`config.mk`:
```
export PLATFORM = sky130hd
export DESIGN_NAME = fetch_queue
export DESIGN_NICKNAME = d
export VERILOG_FILES = /design/src/rtl/fetch_queue.sv
export SDC_FILE = /design/constraint.sdc
export NUM_CORES = 1
export LEC_CHECK = 0
export CORE_ASPECT_RATIO = 2
export CORE_MARGIN = 2
export CORE_UTILIZATION = 49
export CTS_BUF_LIST = sky130_fd_sc_hd__clkbuf_16
export DETAILED_ROUTE_END_ITERATION = 16
export PLACE_DENSITY_LB_ADDON = 0.25
export SLEW_MARGIN = 15
export SYNTH_ARGS = -nofsm -noshare
export SYNTH_HDL_FRONTEND = slang
export SYNTH_SLANG_ARGS = --single-unit
```
`constraint.sdc`:
```
create_clock -name clk -period 6.6 [get_ports clk]
set_input_delay 0.66 -clock clk [delete_from_list [all_inputs] [get_ports clk]]
set_output_delay 0.66 -clock clk [all_outputs]
set_load 0.005 [all_outputs]
```
`src/rtl/fetch_queue.sv`:
```
// Fetch queue: first-word-fall-through FIFO of PC/instruction pairs between
// the fetch and decode stages. A redirect (flush) empties it in one edge.
// Pushes with a misaligned PC are dropped and reported by a sticky flag.
module fetch_queue #(
    parameter int          DEPTH     = 4,
    parameter logic [31:0] NOP_INSTR = 32'h00000013
) (
    input  logic                       clk,
    input  logic                       rst,
    input  logic                       in_valid,
    input  logic [31:0]                in_pc,
    input  logic [31:0]                in_instr,
    output logic                       in_ready,
    input  logic                       flush,
    output logic                       out_valid,
    output logic [31:0]                out_pc,
    output logic [31:0]                out_instr,
    input  logic                       out_ready,
    output logic [$clog2(DEPTH):0]     count,
    output logic                       full,
    output logic                       empty,
    output logic                       misalign_err
);

    localparam int PTR_W = $clog2(DEPTH);
    localparam int CNT_W = PTR_W + 1;

    localparam logic [PTR_W-1:0] PTR_LAST  = PTR_W'(DEPTH - 1);
    localparam logic [CNT_W-1:0] CNT_DEPTH = CNT_W'(DEPTH);

    logic [31:0]      pc_mem    [DEPTH];
    logic [31:0]      instr_mem [DEPTH];
    logic [PTR_W-1:0] wr_ptr;
    logic [PTR_W-1:0] rd_ptr;
    logic [CNT_W-1:0] count_q;
    logic             misalign_q;

    logic             pc_aligned;
    logic             push_try;
    logic             do_push;
    logic             do_pop;
    logic             bad_push;

    // Status outputs and the handshake decisions for this cycle.
    always_comb begin
        full       = (count_q == CNT_DEPTH);
        empty      = (count_q == '0);
        in_ready   = !full && !flush;
        out_valid  = !empty;
        pc_aligned = (in_pc[1:0] == 2'b00);
        push_try   = in_valid && in_ready;
        do_push    = push_try && pc_aligned;
        bad_push   = push_try && !pc_aligned;
        do_pop     = out_valid && out_ready && !flush;
        count      = count_q;
        misalign_err = misalign_q;
    end

    // Head entry falls through to decode; an empty queue shows a NOP at PC 0.
    always_comb begin
        out_pc    = 32'h0;
        out_instr = NOP_INSTR;
        if (!empty) begin
            out_pc    = pc_mem[rd_ptr];
            out_instr = instr_mem[rd_ptr];
        end
    end

    // Storage array is written on accepted pushes only and never cleared.
    always_ff @(posedge clk) begin
        if (!rst && do_push) begin
            pc_mem[wr_ptr]    <= in_pc;
            instr_mem[wr_ptr] <= in_instr;
        end
    end

    // Pointers, occupancy and the sticky misalign flag; reset beats flush.
    always_ff @(posedge clk) begin
        if (rst || flush) begin
            wr_ptr     <= '0;
            rd_ptr     <= '0;
            count_q    <= '0;
            misalign_q <= 1'b0;
        end else begin
            if (do_push) begin
                wr_ptr <= (wr_ptr == PTR_LAST) ? '0 : wr_ptr + 1'b1;
            end
            if (do_pop) begin
                rd_ptr <= (rd_ptr == PTR_LAST) ? '0 : rd_ptr + 1'b1;
            end
            if (do_push && !do_pop) begin
                count_q <= count_q + 1'b1;
            end else if (do_pop && !do_push) begin
                count_q <= count_q - 1'b1;
            end
            if (bad_push) begin
                misalign_q <= 1'b1;
            end
        end
    end

endmodule

```
### Word level (Yosys, flattened, before mapping)

Memory sizes are Yosys's and may differ from the RTL's. A register that Yosys moved wholly into a read port is not among the register bits.
Index checks and enable logic that the tools add are counted.

| storage, ports and cells | value |
|---|---|
| register bits | 8 |
| bits in writable memories | 256 |
| bits of input ports | 69 |
| output and inout port bits | 72 |
| logic and storage cells | 45 |
| memories | 2 |

Memory list:

| name | words | bits a word | read ports | clocked after Yosys merged registers in | write ports | line | source |
|---|---|---|---|---|---|---|---|
| instr_mem | 4 | 32 | 1 | 1 | 1 | 32 | `logic [31:0] instr_mem [DEPTH];` |
| pc_mem | 4 | 32 | 1 | 1 | 1 | 31 | `logic [31:0] pc_mem [DEPTH];` |

| cells by class | value |
|---|---|
| add/subtract/negate cells | 4 |
| eq/ne operators | 3 |
| muxes and demuxes | 12 |
| reductions and logical operators | 20 |

Operator list:

| operator | number |
|---|---|
| 32-bit two-way mux | 2 |
| 2-bit two-way mux | 6 |
| 1-bit logical AND | 9 |
| 1-bit logical NOT | 7 |
| 3-bit two-way mux | 2 |
| 2-bit by 1-bit adder with 2-bit output, second input constant | 2 |
| 2-bit == test, second input constant | 2 |
| 3-bit by 1-bit adder with 3-bit output, second input constant | 1 |
| 3-bit == test, second input constant | 1 |
| 3-bit logical NOT | 1 |
| 3-bit by 1-bit subtractor with 3-bit output, second input constant | 1 |
| 2-bit logical NOT | 1 |
| 1-bit two-way mux | 2 |
| 2-bit nonzero test | 1 |
| 1-bit logical OR | 1 |

### Depth between registers and ports, before layout

| depth | value |
|---|---|
| depth after elaboration | 9 |
| depth in mapped cells | 9 |
| gate-level depth less buffers | 9 |

### Least setup slack after synthesis

OpenSTA, ideal clock, no wires.

| path | value |
|---|---|
| kind | in2reg |
| start | in flush |
| end | mem instr_mem[0][0] (enable) |
| library setup time | 0.578 ns |
| arrival | 5.836 ns |
| required time | 6.022 ns |
| path slack | 0.186 ns |
| cell stages on the path | 3 |
| path buffers | 0 |
| cell sequence | nor4b_1 -> nand2_1 -> nor3b_1 |

| between the ends | value |
|---|---|
| longest elaborated chain between the ends | 7 |

Ends and longest elaborated chain:

| what | line | source |
|---|---|---|
| from (decl) | 14 | `input logic flush,` |
| 1-bit logical NOT | 48 | `in_ready = !full && !flush;` |
| 1-bit logical AND | 48 |  |
| 1-bit logical AND | 51 | `push_try = in_valid && in_ready;` |
| 1-bit logical AND | 52 | `do_push = push_try && pc_aligned;` |
| 1-bit logical AND | 71 | `if (!rst && do_push) begin` |
| 1-bit two-way mux | 71 |  |
| 1-bit two-way mux (implied by the code) | 73 | `instr_mem[wr_ptr] <= in_instr;` |
| to (decl) | 32 |  |

Every way passes these cells.

==> results.md <==
| Item | Value |
| --- | --- |
| Post-CTS Setup Repair Bufs | 0 |
| Largest net degree at the start of global routing | 65 |
| Transition time at the pin with the least slew margin | 0.974 ns |
| Warnings from Yosys | 0 |
| Worst path buffer plus inverter count | 2 |
| Number of port buffers | 140 |
| Total routed wirelength | 18.1 mm |
| Count of hold-fix buffers inserted at cts | 0 |
| Number of instances in the synthesized netlist | 464 |
| # nets final | 693 |
| Critical Path, Cell by Cell | buf_4, mux4_1, or2_1, clkdlybuf4s50_1 |
| Multiplexer fraction of the synthesized cell area | 14.5% |
| Routed via count divided by cell count | 5.38 |
| Post-cts resize count | 0 |
| Result of the run | completed |
| Die area | 0.0222 sq mm |
| Unique masters post-synth | 30 |
| Antenna violation net count after detailed routing | 0 |
| Clk Tree Root Cell | sky130_fd_sc_hd__clkbuf_16 |
| Area fraction in compound gates after synthesis | 0.390% |
| Setup repair after global routing missed its margin | false |
| Ratio of final minimum period to clock period | 59.0% |
| Worst vdd rail ir drop | 211 uV |
| Initial DRC count | 184 |
| DRC violation count after routing | 0 |
| CP top delay family | buffers and inverters |
| Crit path required time | 5.94 ns |
| CP endpoint kind | primary output |
| Global-route wire length before repair | 27.9 mm |
| Die Y | 209 microns |
| Simple-Gate Fraction of Synth Area | 5.19% |
| Initial Util | 49.5% |
| Standard cell core area | 0.0207 sq mm |
| Critical path launch point type | flip-flop |
| Global placement routability congestion | 0.717 |
| Highest Clock Rate | 257 MHz |
| Max_cap viols | 0 |
| 1st-pass router iterations | 4 |
| Part of the Yosys area used for sequential elements | 76.8% |
| Clock transition at the registers of the reported paths | 0.07 ns |
| Highest-delay cell along the critical path | sky130_fd_sc_hd__buf_4 |
| Number of failing hold endpoints at the final stage | 0 |
| Half-perimeter wire length of the detailed placement result | 10.4 mm |
| Combined area of all synthesized cells | 0.0103 sq mm |
| Dominant combinational cell family by area after synthesis | multiplexers |
| Worst Path Arrival | 3.23 ns |
| Number of setup violations in the final report | 0 |
| Post-layout min period | 3.89 ns |
| FF+latch count, synth | 266 |
| CTS tree | yes |
| Post-Syn Area per Cell | 22.1 sq um |
| Post-synthesis share of cell area spent on xor and xnor gates | 0.170% |
| WS Path Type | flip-flop to primary output |
| Area share of fa/ha/maj cells after synthesis | 0.925% |
| Slowest stage delay, CP | 0.74 ns |
| Clock net sink count | 266 |
| Power per cell area | 259 mW/mm^2 |
| Power, Total | 3.28 mW |
| Global-route congestion overflow total | 0 |
| Worst setup slack after placement | 3.09 ns |
| Number of top-level pins | 141 |
| Area growth, synth to finish | 23.2% |
| Summed negative setup slack over all endpoints | 0 ns |
| Share of layout cells above drive strength 1 | 17.7% |
| Global-route total usage across every layer | 16.5% |
| Largest buffer count on any clock path | 3 |
| Kind of path behind the tightest hold check | flip-flop to flip-flop |
| Number of vias in the routed layout | 4849 |
| H-tree depth | 1 |
| LEAKAGE | 3.98 nW |
| CTS Buf Count | 22 |
| Post-synthesis net count | 540 |
| Die span in x | 106 microns |
| R2R Setup Slk | 4.23 ns |
| Via count of the first global-routing pass | 5078 |
| Worst skew pair latency | 0.50 ns |
| Number of antenna violations at the first check in global routing | 2 |
| Row count | 75 |
| Setup ws final | 2.71 ns |
| Max-slew violation total from the final report | 0 |
| Worst rel slew slack | 35.0% |
| Clk_skew | 0.00572 ns |
| Routed WL per cell | 20.1 microns |
| Max Fanout on Critical Path | 39 |
[sequential cells by signal, summed over array words and instances (netlist names), named ones only]
signal,cells
count,3
instr_mem,128
misalign_err,1
pc_mem,128
rd_ptr,2
wr_ptr,2
[stage by stage]
stage	utilization, %	std cells	instance area (sq um)	hold WS (ns)
final	61.0	902	12700	0.480
after global routing	61.0	902	12700	0.509
after CTS	61.0	901	12700	0.488
after detailed placement	57.5	862	11900	0.467
after global placement	57.5	862	11900	0.458
after floorplan	-	464	10300	0.459
[worst reg2reg max path, delay by kind of cell, from the launching register on]
kind	cells	cell delay [ns]
AO/OA/AOI/OAI	2	0.66
XOR/XNOR	1	0.17
adder cells (fa/ha/maj)	2	0.54
buffers and inverters	1	0.06
flip-flops	1	0.36
AND/OR/NAND/NOR	2	0.50
[metal layers]
metal,global-route usage [%],part of all wire (%),vias up
li1,-,-,2178
met1,20.4,40,2500
met2,29.1,52,140
met3,3.65,5.9,29
met4,4.85,2.3,2
met5,0,0.072,-
[power breakdown]
part / switching (mW) / total (mW) / internal, mW
combinational: 0.0505 / 0.127 / 0.0765
sequential: 0.00309 / 1.86 / 1.85
clock: 0.552 / 1.30 / 0.749
[cell type report]
class	count	area (sq um)
Timing Repair Buffer	150	1480
Clock buffer	23	576
Multi-Input combinational cell	171	2190
Sequential cell	266	7900
Inverter	6	22.5
Fill cell	1548	8080
Clock inverter	16	154
Antenna cell	1	2.50
Tap cell	269	337
[worst paths after layout]
path	end	start	cells after the start
max reg2reg	count[2]	count[1]	8
min reg2reg	misalign_err	misalign_err	1
max	out_instr[4]	flip-flop	4
min	misalign_err	misalign_err	1
[Yosys cell counts, drive strengths merged]
master,number,area [sq um]
nor4b,1,8.76
buf,13,161
or3,4,25.0
edfxtp,256,7690
dfxtp,10,200
or2,5,31.3
nor3b,4,30.0
mux4,64,1460
mux2i,3,30.0
ha,6,75.1
fa,1,20.0
nand2,6,22.5
xor2,2,17.5
o21ai,3,15.0
o31ai,1,7.51
or3b,1,8.76
o21a,1,7.51
nor3,1,5.00
and2,61,382
inv,6,22.5
clkbuf,8,31.3
nand3,1,5.00
nor2,4,15.0
a21oi,2,10.0
[cells by family after synthesis]
family,Yosys count
simple gates,88
buf+inv,27
compound gates,7
mux,67
xor+xnor,2
flops,266
fa+ha+maj,7
[cell usage in the layout, fill, tap and decap left out]
master / synthesis / layout
sky130_fd_sc_hd__clkinv_2: 0 / 3
sky130_fd_sc_hd__mux4_1: 4 / 4
sky130_fd_sc_hd__ha_1: 6 / 6
sky130_fd_sc_hd__or3b_1: 1 / 1
sky130_fd_sc_hd__clkinv_1: 0 / 4
sky130_fd_sc_hd__nand3_1: 1 / 1
sky130_fd_sc_hd__mux4_2: 60 / 60
sky130_fd_sc_hd__or3_2: 0 / 1
sky130_fd_sc_hd__nor4b_1: 1 / 1
sky130_fd_sc_hd__clkbuf_16: 0 / 23
sky130_fd_sc_hd__o31ai_1: 1 / 1
sky130_fd_sc_hd__nor3b_2: 0 / 4
sky130_fd_sc_hd__clkinvlp_4: 0 / 3
sky130_fd_sc_hd__dfxtp_1: 10 / 8
sky130_fd_sc_hd__mux2i_1: 3 / 3
sky130_fd_sc_hd__buf_4: 0 / 10
sky130_fd_sc_hd__a21oi_1: 2 / 2
sky130_fd_sc_hd__or3_1: 4 / 3
sky130_fd_sc_hd__nor2_1: 4 / 4
sky130_fd_sc_hd__dfxtp_4: 0 / 2
sky130_fd_sc_hd__inv_1: 5 / 8
sky130_fd_sc_hd__inv_2: 1 / 1
sky130_fd_sc_hd__o21ai_0: 3 / 3
sky130_fd_sc_hd__or2_1: 3 / 3
sky130_fd_sc_hd__bufinv_16: 0 / 3
sky130_fd_sc_hd__clkdlybuf4s50_1: 0 / 140
sky130_fd_sc_hd__and2_1: 61 / 61
sky130_fd_sc_hd__or2_2: 2 / 2
sky130_fd_sc_hd__o21a_1: 1 / 1
sky130_fd_sc_hd__edfxtp_1: 256 / 256
sky130_fd_sc_hd__diode_2: 0 / 1
sky130_fd_sc_hd__xor2_1: 2 / 2
sky130_fd_sc_hd__fa_1: 1 / 1
sky130_fd_sc_hd__nor3_1: 1 / 1
sky130_fd_sc_hd__nand2_1: 6 / 6
Power figures use the tool's default switching activity.
